**src/rtl/issue_fifo.sv**
```systemverilog
// issue_fifo: prefetch buffer between fetch and decode using trigger/ready toggle handshakes.
// Defining ISSUE_FIFO_SYNC_EN adds 2-flop synchronizers on readyIn and triggerIn.
module issue_fifo #(
  parameter int WIDTH = 32,
  parameter int DEPTH = 4,
  parameter int CW    = $clog2(DEPTH + 1)
) (
  input  logic             clk,
  input  logic             reset,
  output logic             triggerOut,
  input  logic             readyIn,
  input  logic [WIDTH-1:0] dataIn,
  input  logic             triggerIn,
  output logic             readyOut,
  output logic [WIDTH-1:0] dataOut,
  input  logic             flush,
  output logic [CW-1:0]    count
);

  localparam int AW = $clog2(DEPTH);

  typedef enum logic [1:0] {IDLE, WAIT, DRAIN} state_t;

  state_t           state_q, state_d;
  logic             trigger_out_q, trigger_out_d;
  logic             ready_out_q, ready_out_d;
  logic [WIDTH-1:0] data_out_q, data_out_d;
  logic [CW-1:0]    count_q, count_d;
  logic [AW-1:0]    wr_ptr_q, wr_ptr_d;
  logic [AW-1:0]    rd_ptr_q, rd_ptr_d;
  logic [WIDTH-1:0] mem_q [DEPTH];
  logic [WIDTH-1:0] mem_d [DEPTH];

  logic             ready_in_s;
  logic             trigger_in_s;
  logic             ack;
  logic             pending;
  logic             push;
  logic             pop;
  logic [CW-1:0]    count_next;

`ifdef ISSUE_FIFO_SYNC_EN
  logic [1:0] ready_sync_q, ready_sync_d;
  logic [1:0] trigger_sync_q, trigger_sync_d;

  always_comb begin
    ready_sync_d   = {ready_sync_q[0], readyIn};
    trigger_sync_d = {trigger_sync_q[0], triggerIn};
  end

  always_ff @(posedge clk) begin
    if (!reset) begin
      ready_sync_q   <= '0;
      trigger_sync_q <= '0;
    end else begin
      ready_sync_q   <= ready_sync_d;
      trigger_sync_q <= trigger_sync_d;
    end
  end

  assign ready_in_s   = ready_sync_q[1];
  assign trigger_in_s = trigger_sync_q[1];
`else
  assign ready_in_s   = readyIn;
  assign trigger_in_s = triggerIn;
`endif

  always_comb begin
    ack        = (ready_in_s == trigger_out_q);
    pending    = (trigger_in_s != ready_out_q);
    pop        = pending && (count_q != '0) && !flush;
    push       = (state_q == WAIT) && ack && !flush;
    count_next = count_q + CW'(push) - CW'(pop);

    state_d       = state_q;
    trigger_out_d = trigger_out_q;
    ready_out_d   = ready_out_q;
    data_out_d    = data_out_q;
    wr_ptr_d      = wr_ptr_q;
    rd_ptr_d      = rd_ptr_q;
    mem_d         = mem_q;

    // Only one fetch request is ever outstanding; room is checked before each toggle.
    case (state_q)
      IDLE: begin
        if (!flush && (count_q < CW'(DEPTH))) begin
          trigger_out_d = ~trigger_out_q;
          state_d       = WAIT;
        end
      end
      WAIT: begin
        if (ack) begin
          if (!flush && (count_next < CW'(DEPTH))) begin
            trigger_out_d = ~trigger_out_q;
          end else begin
            state_d = IDLE;
          end
        end else if (flush) begin
          state_d = DRAIN;
        end
      end
      DRAIN: begin
        if (ack) begin
          state_d = IDLE;
        end
      end
      default: state_d = IDLE;
    endcase

    if (push) begin
      mem_d[wr_ptr_q] = dataIn;
      wr_ptr_d        = wr_ptr_q + AW'(1);
    end

    if (pop) begin
      data_out_d  = mem_q[rd_ptr_q];
      ready_out_d = trigger_in_s;
      rd_ptr_d    = rd_ptr_q + AW'(1);
    end

    // A redirect empties the buffer but leaves the last response to decode untouched.
    if (flush) begin
      count_d  = '0;
      wr_ptr_d = '0;
      rd_ptr_d = '0;
    end else begin
      count_d  = count_next;
    end
  end

  always_ff @(posedge clk) begin
    if (!reset) begin
      state_q       <= IDLE;
      trigger_out_q <= 1'b0;
      ready_out_q   <= 1'b0;
      data_out_q    <= '0;
      count_q       <= '0;
      wr_ptr_q      <= '0;
      rd_ptr_q      <= '0;
    end else begin
      state_q       <= state_d;
      trigger_out_q <= trigger_out_d;
      ready_out_q   <= ready_out_d;
      data_out_q    <= data_out_d;
      count_q       <= count_d;
      wr_ptr_q      <= wr_ptr_d;
      rd_ptr_q      <= rd_ptr_d;
    end
  end

  always_ff @(posedge clk) begin
    mem_q <= mem_d;
  end

  assign triggerOut = trigger_out_q;
  assign readyOut   = ready_out_q;
  assign dataOut    = data_out_q;
  assign count      = count_q;

endmodule

```
**config.mk**
```make
export PLATFORM = sky130hd
export DESIGN_NAME = issue_fifo
export DESIGN_NICKNAME = d
export VERILOG_FILES = /design/src/rtl/issue_fifo.sv
export SDC_FILE = /design/constraint.sdc
export NUM_CORES = 1
export LEC_CHECK = 0
export CORE_MARGIN = 5
export CORE_UTILIZATION = 36
export DETAILED_ROUTE_END_ITERATION = 7
export PLACE_DENSITY = 0.65
export SETUP_SLACK_MARGIN = 0.02
export SLEW_MARGIN = 40
export SYNTH_ARGS = -nofsm -noshare
export SYNTH_HDL_FRONTEND = slang
export SYNTH_SLANG_ARGS = --single-unit
export TNS_END_PERCENT = 50
```
**constraint.sdc**
```tcl
create_clock -name clk -period 7.1 [get_ports clk]
set_clock_uncertainty 0.05 [all_clocks]
set_input_delay 1.42 -clock clk [delete_from_list [all_inputs] [get_ports clk]]
set_output_delay 1.42 -clock clk [all_outputs]
set_load 0.005 [all_outputs]
```
==> summary.md, run 1 <==
| Metric | Value |
|---|---|
| Filler cells | 1,644 |
| Multi-input logic area | 1960 sq um |
| Pleak | 2.55 nW |
| Initial DRC count | 248 |
| CP delay by family, top | simple AND/OR/NAND/NOR gates |
| Cts bufs inserted | 17 |
| CP arrival | 4650 ps |
| RSZ-0062 raised after global routing | no |
| Hold_sp | state_q[1] |
| Crit-path max cell delay | 560 ps |
| Yosys cell types | 40 |
| Endpoints failing setup | 0 |
| RR Endpoint | state_q[0] |
| Rows | 50 |
| CTS resizes | 0 |
| Diode count | 0 |
| Final WL | 13,700 um |
| Peak VDD IR | 170 uV |
| Clk slew on worst S/H paths | 60 ps |
| PnR Total Power | 2.06 mW |
| DP HPWL | 7820 um |
| WL per Instance | 19.5 um |
| Worst-path cell chain | buf_2 -> buf_4 -> or3b_2 -> nor2_1 -> inv_1 -> ha_1 -> inv_1 -> ha_1 -> fa_1 -> xor3_1 -> nor3_1 -> a2111oi_0 |
| GP Congestion | 0.717 |
| Max Clock Freq | 0.227 GHz |
| Vias | 3,707 |
| Tightest Hold Check Type | reg2reg |
| Number of global-route vias before repair | 4,006 |
| Pin count of the biggest net entering global routing | 76 |
| Final Hold Vio Count | 0 |
| TritonCTS clock tree | built |
| Mapped cell area | 6890 sq um |
| Critical Path Source | flush |
| Vias per inst | 5.27 |
| Worst slew pin tran | 816 ps |
| Yosys warnings | 0 |
| Crit-path max FO | 75 |
| #FFs+latches synth | 171 |
| Port Buf Inserts | 73 |
| Syn Nets | 438 |
| Max clock buf depth | 2 |
| IO Pins | 74 |
| Worst Path Required | 7340 ps |
| Ys async rst share | 0% |
| Clock Tree Root | clkbuf_16 |
| DRC | 0 |
| H-Tree Depth | 4 |
| Die width | 148 um |
| Initial antenna violation count | 0 |
| Nets | 500 |
| Effective utilization at floorplan | 36.7% |
| Total negative slack | 0 ps |
| Final Critical Period | 4400 ps |
| Setup Fix Bufs, Post-CTS | 0 |
| CP Capture Type | flip-flop |
| Area growth syn-to-layout | 20.6% |
| Worst path bufs/invs | 4 |
| Period utilization | 62.0% |
| EDFF count, synth | 128 |
| Slowest cell on crit path | or3b_2 |
| Sinks on the clock net | 171 |
| Synthesized area per cell | 17.5 sq um |
| Critical path class | in2reg |
| Hold path cells | 1 |
| Area of the core | 18,800 sq um |
| Worst reg2reg path startpoint | count[1] |
| Max cap viols | 0 |
| CP Launch Type | input pin |
| Reg area | 4710 sq um |
| GRT Overall Usage | 13.0% |
| First-pass iteration count of the detailed router | 4 |
| Cts hold-fix bufs | 0 |
| Remaining global-route overflow | 0 |
| Slew HR | 45.6% |
| Share of cells above drive strength 1 | 16.0% |
| Pwr Density | 248 nW/um^2 |
| Post-synthesis cell count | 394 |
| First-pass GRT wire length | 22,200 um |
| Sequential share of the synthesized area | 68.3% |
| Final ANT Viol Nets | 0 |
| Worst r2r path cells | 10 |
| Status | finished, final reports clean |
| Final max-slew violation count | 0 |
| Primary FF master, synth | edfxtp_1 |
| Worst Hold End | state_q[0] |
| Die area | 22,000 sq um |
| R2R Setup Slk | 3780 ps |
| Clock latency on the worst-skew pair | 420 ps |
| Die Height | 148 um |
==> routing by layer <==
| layer | wire length [um] | GRT usage [%] |
|---|---|---|
| met1 | 6000 | 16.9 |
| met2 | 6830 | 21.4 |
| met3 | 730 | 3.72 |
| met4 | 147 | 3.97 |
| met5 | 0 | 0 |
==> through the flow <==
stage | std cells | hold WS [ps] | worst slack [ps] | cell area, sq um | util [%]
after floorplan | 394 | 425 | 3170 | 6890 | -
after global placement | 671 | 448 | 2440 | 7730 | 41.2
after detailed placement | 671 | 452 | 2300 | 7740 | 41.2
after CTS | 703 | 474 | 2690 | 8310 | 44.3
after global routing | 703 | 515 | 2400 | 8310 | 44.3
final | 703 | 471 | 2700 | 8310 | 44.3
==> layout make-up <==
| type | count | share of cell area (%) |
|---|---|---|
| clock inverters | 9 | 1.17 |
| well taps | 234 | 3.52 |
| flip-flops and latches | 171 | 56.7 |
| inverters | 8 | 0.362 |
| clock buffers | 23 | 5.63 |
| repair buffers | 77 | 9.04 |
| multi-input cells | 181 | 23.6 |
==> cells in the mapped netlist (2+ instances only) <==
| cell type | n | area, sq um |
|---|---|---|
| a21oi_1 | 3 | 15.0 |
| or3b_2 | 2 | 17.5 |
| buf_2 | 6 | 30.0 |
| ha_1 | 6 | 75.1 |
| buf_12 | 2 | 40.0 |
| o21ai_0 | 3 | 15.0 |
| dfxtp_1 | 43 | 861 |
| clkbuf_4 | 3 | 22.5 |
| inv_1 | 8 | 30.0 |
| nand2_1 | 4 | 15.0 |
| mux4_2 | 32 | 721 |
| o21a_1 | 32 | 240 |
| mux2i_1 | 2 | 20.0 |
| or3_1 | 3 | 18.8 |
| nor4b_1 | 33 | 289 |
| buf_4 | 6 | 45.0 |
| nand2b_1 | 3 | 18.8 |
| o31a_1 | 32 | 280 |
| nor2b_1 | 2 | 12.5 |
| clkbuf_1 | 15 | 56.3 |
| and2_1 | 6 | 37.5 |
| nor3_1 | 2 | 10.0 |
| edfxtp_1 | 128 | 3840 |
| nor2_1 | 2 | 7.51 |
==> worst reg2reg max path: stages (launching register included) <==
cell and delay (ps):
dfxtp_1 370, nor3_4 190, buf_4 640, nor3_1 130
ha_1 310, inv_1 40, ha_1 180, fa_1 360
xor3_1 460, nor3_1 70, a2111oi_0 380
==> kinds of logic (layout without fill, tap and decap cells) <==
kind of cell,count (synthesis),count (layout),share of synthesized area [%]
xor gates and xnor gates,3,3,0.599
DFF,171,171,68.3
buffers and inverters,42,117,3.63
and+or+nand+nor,63,63,6.88
AOI/OAI and AO/OA,74,74,8.46
muxes,34,34,10.8
adders and majority gates,7,7,1.38
==> how the worst max path moves through the flow <==
stage                      end  depth (start not counted)
global route        state_q[0]                         12
global placement    triggerOut                         11
finish              state_q[0]                         12
floorplan           triggerOut                         10
detailed placement  state_q[0]                         12
CTS                 state_q[0]                         12
==> power breakdown <==
group          internal, mW  leakage (nW)  switching (mW)
registers              1.08          1.50         0.00466
clock network         0.532         0.272           0.354
logic                0.0370         0.778          0.0496
==> registers in the layout, indices dropped and copies added (netlist names) <==
signal and count:
mem_q 128, dataOut 32, count 3, rd_ptr_q 2
state_q 2, wr_ptr_q 2, readyOut 1, triggerOut 1
==> cell usage in the layout (no fill, tap or decap), types with 3 or more instances in the layout <==
cell,synthesis,final
o31a_1,32,32
inv_1,8,8
ha_1,6,6
clkinv_2,0,3
nand2_1,4,4
clkdlybuf4s50_1,0,71
a21oi_1,3,3
o21ai_0,3,3
dfxtp_1,43,41
clkbuf_1,15,4
nor4b_1,33,33
o21a_1,32,32
and2_4,0,4
edfxtp_1,128,128
clkbuf_16,0,17
or3_1,3,3
nand2b_1,3,3
buf_4,6,4
mux4_2,32,32
Note: power is estimated with default switching activity, not from simulation.
==> inputs of run 2 (changes only) <==
PLACE_DENSITY = 0.67   (was 0.65)
clock period = 4 ns   (was 7.1 ns; I/O delays follow)
==> run 2 against run 1 <==
Via count increased by 0.81%. Sequential cell count stayed put. Hold slack better by 13 ps. Setup slack worse by 2100 ps. Critical path depth shrank 1. Largest power group unchanged. Combinational power increased by 76%. Final cell count unchanged. Critical endpoint unchanged. Clock power rose by 83%. Sequential power rose by 77%.
==> summary.md, run 2 (synthesis results as in run 1) <==
| Metric | Value |
|---|---|
| Status | finished, final reports clean |
| Pwr Density | 444 nW/um^2 |
| Tightest Hold Check Type | reg2reg |
| R2R Setup Slk | 940 ps |
| Final setup margin | 632 ps |
| IO Pins | 74 |
| Met2 Usage GRT | 21.7% |
| Worst Hold End | readyOut |
| Combinational Power Share | 4.1% |
| Clock Tree Root | clkbuf_16 |
| WL per Instance | 19.5 um |
| Vias | 3,737 |
| Hold path cells | 2 |
| Setup Fix Bufs, Post-CTS | 0 |
| Worst reg2reg path startpoint | state_q[0] |
| Number of global-route vias before repair | 4,017 |
| Share of cells above drive strength 1 | 16.4% |
| Pin count of the biggest net entering global routing | 74 |
| GRT Overall Usage | 13.0% |
| Peak VDD IR | 279 uV |
| CP arrival | 3610 ps |
| Reg area | 4710 sq um |
| Vias per inst | 5.32 |
| Final Hold Vio Count | 0 |
| Remaining global-route overflow | 0 |
| GRT Max-Usage Layer | met2 |
| Final WL | 13,700 um |
| Switching part of the total power | 20.1% |
| DP HPWL | 7970 um |
| Pint | 2.96 mW |
| Die width | 148 um |
| Period utilization | 84.2% |
| Final max-slew violation count | 0 |
| Diode count | 0 |
| First-pass iteration count of the detailed router | 4 |
| Final ANT Viol Nets | 0 |
| Total negative slack | 0 ps |
| M1 GR Usage | 15.9% |
| Pre-CTS setup slack | 280 ps |
| Max reg flops | 128 |
| WHS | 484 ps |
| CTS resizes | 0 |
| Cts bufs inserted | 17 |
| Max clock buf depth | 2 |
| TritonCTS clock tree | built |
| Area of the core | 18,800 sq um |
| GP Congestion | 0.694 |
| Switching power | 744 uW |
| Cts hold-fix bufs | 0 |
| Worst slew pin tran | 808 ps |
| Clk network pwr share | 43.8% |
| PnR Total Power | 3.70 mW |
| Hold_sp | readyOut |
| Max cap viols | 0 |
| Fin util | 44.4% |
| Initial DRC count | 257 |
| Endpoints failing setup | 0 |
| Clock latency on the worst-skew pair | 420 ps |
| First-pass GRT wire length | 22,000 um |
| RR Endpoint | state_q[0] |
| Nets | 501 |
| Final Critical Period | 3370 ps |
| Most frequent cells in the layout | edfxtp_1 (128), clkdlybuf4s50_1 (71), dfxtp_1 (41) |
| Area growth syn-to-layout | 21.0% |
| Rows | 50 |
| Die area | 22,000 sq um |
| Effective utilization at floorplan | 36.7% |
| Pleak | 2.56 nW |
| CP Capture Type | flip-flop |
| Clk slew on worst S/H paths | 60 ps |
| Sinks on the clock net | 171 |
| DRC | 0 |
| Most flops, register | mem_q |
| Worst Path Required | 4240 ps |
| Multi-input logic area | 1960 sq um |
| Die Height | 148 um |
| Sequential fraction of design power | 52.1% |
| CP Launch Type | input pin |
| Met3 Usage GRT | 4.36% |
| Slew HR | 46.1% |
| Port Buf Inserts | 73 |
| Max Clock Freq | 0.297 GHz |
| RSZ-0062 raised after global routing | no |
| Crit-path max FO | 8 |
| Filler cells | 1,636 |
| H-Tree Depth | 4 |
| Commonest non-fill, non-tap cell in the layout | edfxtp_1 |
| Initial antenna violation count | 1 |
| Worst r2r path cells | 10 |
| Critical path class | in2reg |
[run 2: worst max path at each step]
| stage | from | end | slack (ps) | cells past startpoint |
|---|---|---|---|---|
| floorplan | flush | triggerOut | 690 | 10 |
| global placement | readyIn | triggerOut | 440 | 11 |
| detailed placement | readyIn | state_q[0] | 280 | 11 |
| CTS | readyIn | state_q[0] | 710 | 11 |
| global route | readyIn | state_q[0] | 500 | 11 |
| finish | readyIn | state_q[0] | 630 | 11 |
[run 2: metal layers]
metal	up-vias	part of all wire, %
li1	1714	-
met1	1925	42
met2	86	51
met3	10	5.8
met4	2	1.1
met5	-	0.080
[run 2: power groups by stage]
stage	clock (mW)	combinational (mW)	sequential, mW
after floorplan	0	0.0775	1.97
after global placement	0	0.147	1.97
after detailed placement	0	0.153	1.97
after CTS	1.66	0.155	1.93
after global routing	1.73	0.166	1.93
final	1.62	0.153	1.93
[run 2: area by class of cell]
type / count / share of cell area [%]
tap: 234 / 3.51
inverter: 8 / 0.360
multi-input combinational: 181 / 23.5
sequential: 171 / 56.5
clock buffer: 22 / 5.70
timing repair buffer: 78 / 9.09
clock inverter: 9 / 1.34
[run 2: per-stage QoR]
step                      instances  cell area [sq um]
after global placement          672               7740
final                           703               8340
after detailed placement        672               7750
after global routing            703               8340
after floorplan                 394               6890
after CTS                       703               8340
[run 2: critical path: stages]
cell,delay [ps]
clkdlybuf4s50_1,480
xor2_1,460
nor2_1,130
inv_1,90
ha_1,130
inv_1,40
ha_1,180
fa_1,380
xor3_1,460
nor3_1,60
a2111oi_0,400
==> inputs of run 3 (changes only) <==
clock period = 2.95 ns   (was 4 ns; I/O delays follow)
==> run 3 against run 2 <==
Hold slack worse by 3.9 ps. Global-route usage is 0.26 points higher. Sequential share of layout area hardly changed. Die area stayed put. Non-clock buffer count is 4 higher. Total power is 31% higher. Cell area stayed put.
==> summary.md, run 3 (synthesis results as in run 1) <==
| Metric | Value |
|---|---|
| Slowest cell on crit path | or3b_2 |
| Status | finished, final reports clean |
| Pin count of the biggest net entering global routing | 74 |
| First-pass GRT wire length | 22,100 um |
| Port Buf Inserts | 73 |
| First-pass iteration count of the detailed router | 5 |
| Crit-path max cell delay | 540 ps |
| Initial antenna violation count | 0 |
| Diode count | 0 |
| Setup Fix Bufs, Post-CTS | 0 |
| Max reg flops | 128 |
| Final Hold Vio Count | 0 |
| CP Capture Type | flip-flop |
| Period utilization | 94.6% |
| DP HPWL | 8090 um |
| GRT Overall Usage | 13.2% |
| Pleak | 2.58 nW |
| Nets | 505 |
| Final WL | 13,800 um |
| Vias per inst | 5.29 |
| WL per Instance | 19.6 um |
| Area growth syn-to-layout | 21.0% |
| Sinks on the clock net | 171 |
| Slew HR | 46.0% |
| Pwr Density | 583 nW/um^2 |
| CP Launch Type | flip-flop |
| H-Tree Depth | 4 |
| Vias | 3,742 |
| Total negative slack | 0 ps |
| Initial DRC count | 211 |
| Effective utilization at floorplan | 36.7% |
| Remaining global-route overflow | 0 |
| Die Height | 148 um |
| Final max-slew violation count | 0 |
| Commonest non-fill, non-tap cell in the layout | edfxtp_1 |
| Endpoints failing setup | 0 |
| Placed Cells | 676 |
| PnR Total Power | 4.86 mW |
| DRC | 0 |
| Tightest Hold Check Type | reg2reg |
| Share of cells above drive strength 1 | 18.1% |
| Area of the core | 18,800 sq um |
| Worst Path Required | 3240 ps |
| Final Critical Period | 2790 ps |
| Rows | 50 |
| Worst-path cell chain | or3b_2 -> nor2_4 -> inv_1 -> ha_1 -> inv_1 -> ha_1 -> fa_1 -> xor3_1 -> or3_1 -> o2111ai_1 |
| Max clock buf depth | 2 |
| Die width | 148 um |
| Cts bufs inserted | 17 |
| Worst slew pin tran | 811 ps |
| Clock Tree Root | clkbuf_16 |
| Max cap viols | 0 |
| Fin cells | 708 |
| TritonCTS clock tree | built |
| CP arrival | 3080 ps |
| Most frequent cells in the layout | edfxtp_1 (128), clkdlybuf4s50_1 (71), dfxtp_1 (40) |
| GP Congestion | 0.746 |
| Die area | 22,000 sq um |
| IO Pins | 74 |
| Crit-path max FO | 5 |
| Cts hold-fix bufs | 0 |
| RSZ-0062 raised after global routing | no |
| Most flops, register | mem_q |
| Final ANT Viol Nets | 0 |
| Peak VDD IR | 394 uV |
| Max Clock Freq | 0.358 GHz |
| Number of global-route vias before repair | 3,993 |
| Clock latency on the worst-skew pair | 420 ps |
| Critical path class | reg2reg |
| Fin util | 44.4% |
| Clk slew on worst S/H paths | 60 ps |
==> run 3: final cells by class <==
class	instances	area, sq um
clock inverter	12	87.6
fill	1618	10400
clock buffer	20	447
tap	234	293
timing repair buffer	82	801
multi-input combinational	181	1970
inverter	8	30.0
sequential	171	4710
==> run 3: critical path, delay by kind of cell (launching register included) <==
family | cells | cell delay [ps]
AND/OR/NAND/NOR | 3 | 1060
XOR/XNOR | 1 | 250
buffers and inverters | 2 | 90
AO/OA/AOI/OAI | 1 | 100
adder cells (fa/ha/maj) | 3 | 810
flip-flops | 1 | 360
==> run 3: through the flow <==
stage / hold WS [ps] / area [sq um] / setup WS [ps]
6_report: 480 / 8340 / 161
3_3_place_gp: 445 / 7790 / -106
3_5_place_dp: 461 / 7800 / -241
4_1_cts: 470 / 8330 / 60.5
5_1_grt: 485 / 8340 / 41.2
2_1_floorplan: 425 / 6900 / 78.5
==> run 3: worst paths after layout <==
path / startpoint / end / slack, ps / cells after the start
setup reg to reg: state_q[1] / triggerOut / 160 / 10
hold / removal: wr_ptr_q[1] / wr_ptr_q[1] / 480 / 2
setup / recovery: state_q[1] / triggerOut / 160 / 10
hold reg to reg: wr_ptr_q[1] / wr_ptr_q[1] / 480 / 2
==> run 3: report_power, final <==
part / internal [mW] / leakage (nW) / switching, mW / total [mW]
Clock: 1.11 / 0.264 / 0.921 / 2.03
Combinational: 0.0955 / 0.810 / 0.124 / 0.220
Sequential: 2.61 / 1.50 / 0.0110 / 2.62
Total: 3.81 / 2.58 / 1.06 / 4.86
==> run 3: per-layer routing <==
metal  track usage [%]  vias up  part of all wire, %  routed length, um
met5                 0        -                    0                  0
met4              3.93        0                  1.4                192
met3              4.81       19                  5.0                689
met2              22.1       89                   50               6930
met1              16.2     1911                   44               6030
li1                  -     1723                    -                  -
==> run 3: repair_timing <==
action | CTS | global route
gates resized for setup | 1 | 2
pin swaps | 0 | 0
setup endpoints to repair | 1 | 2
hold endpoints to repair | 0 | 0
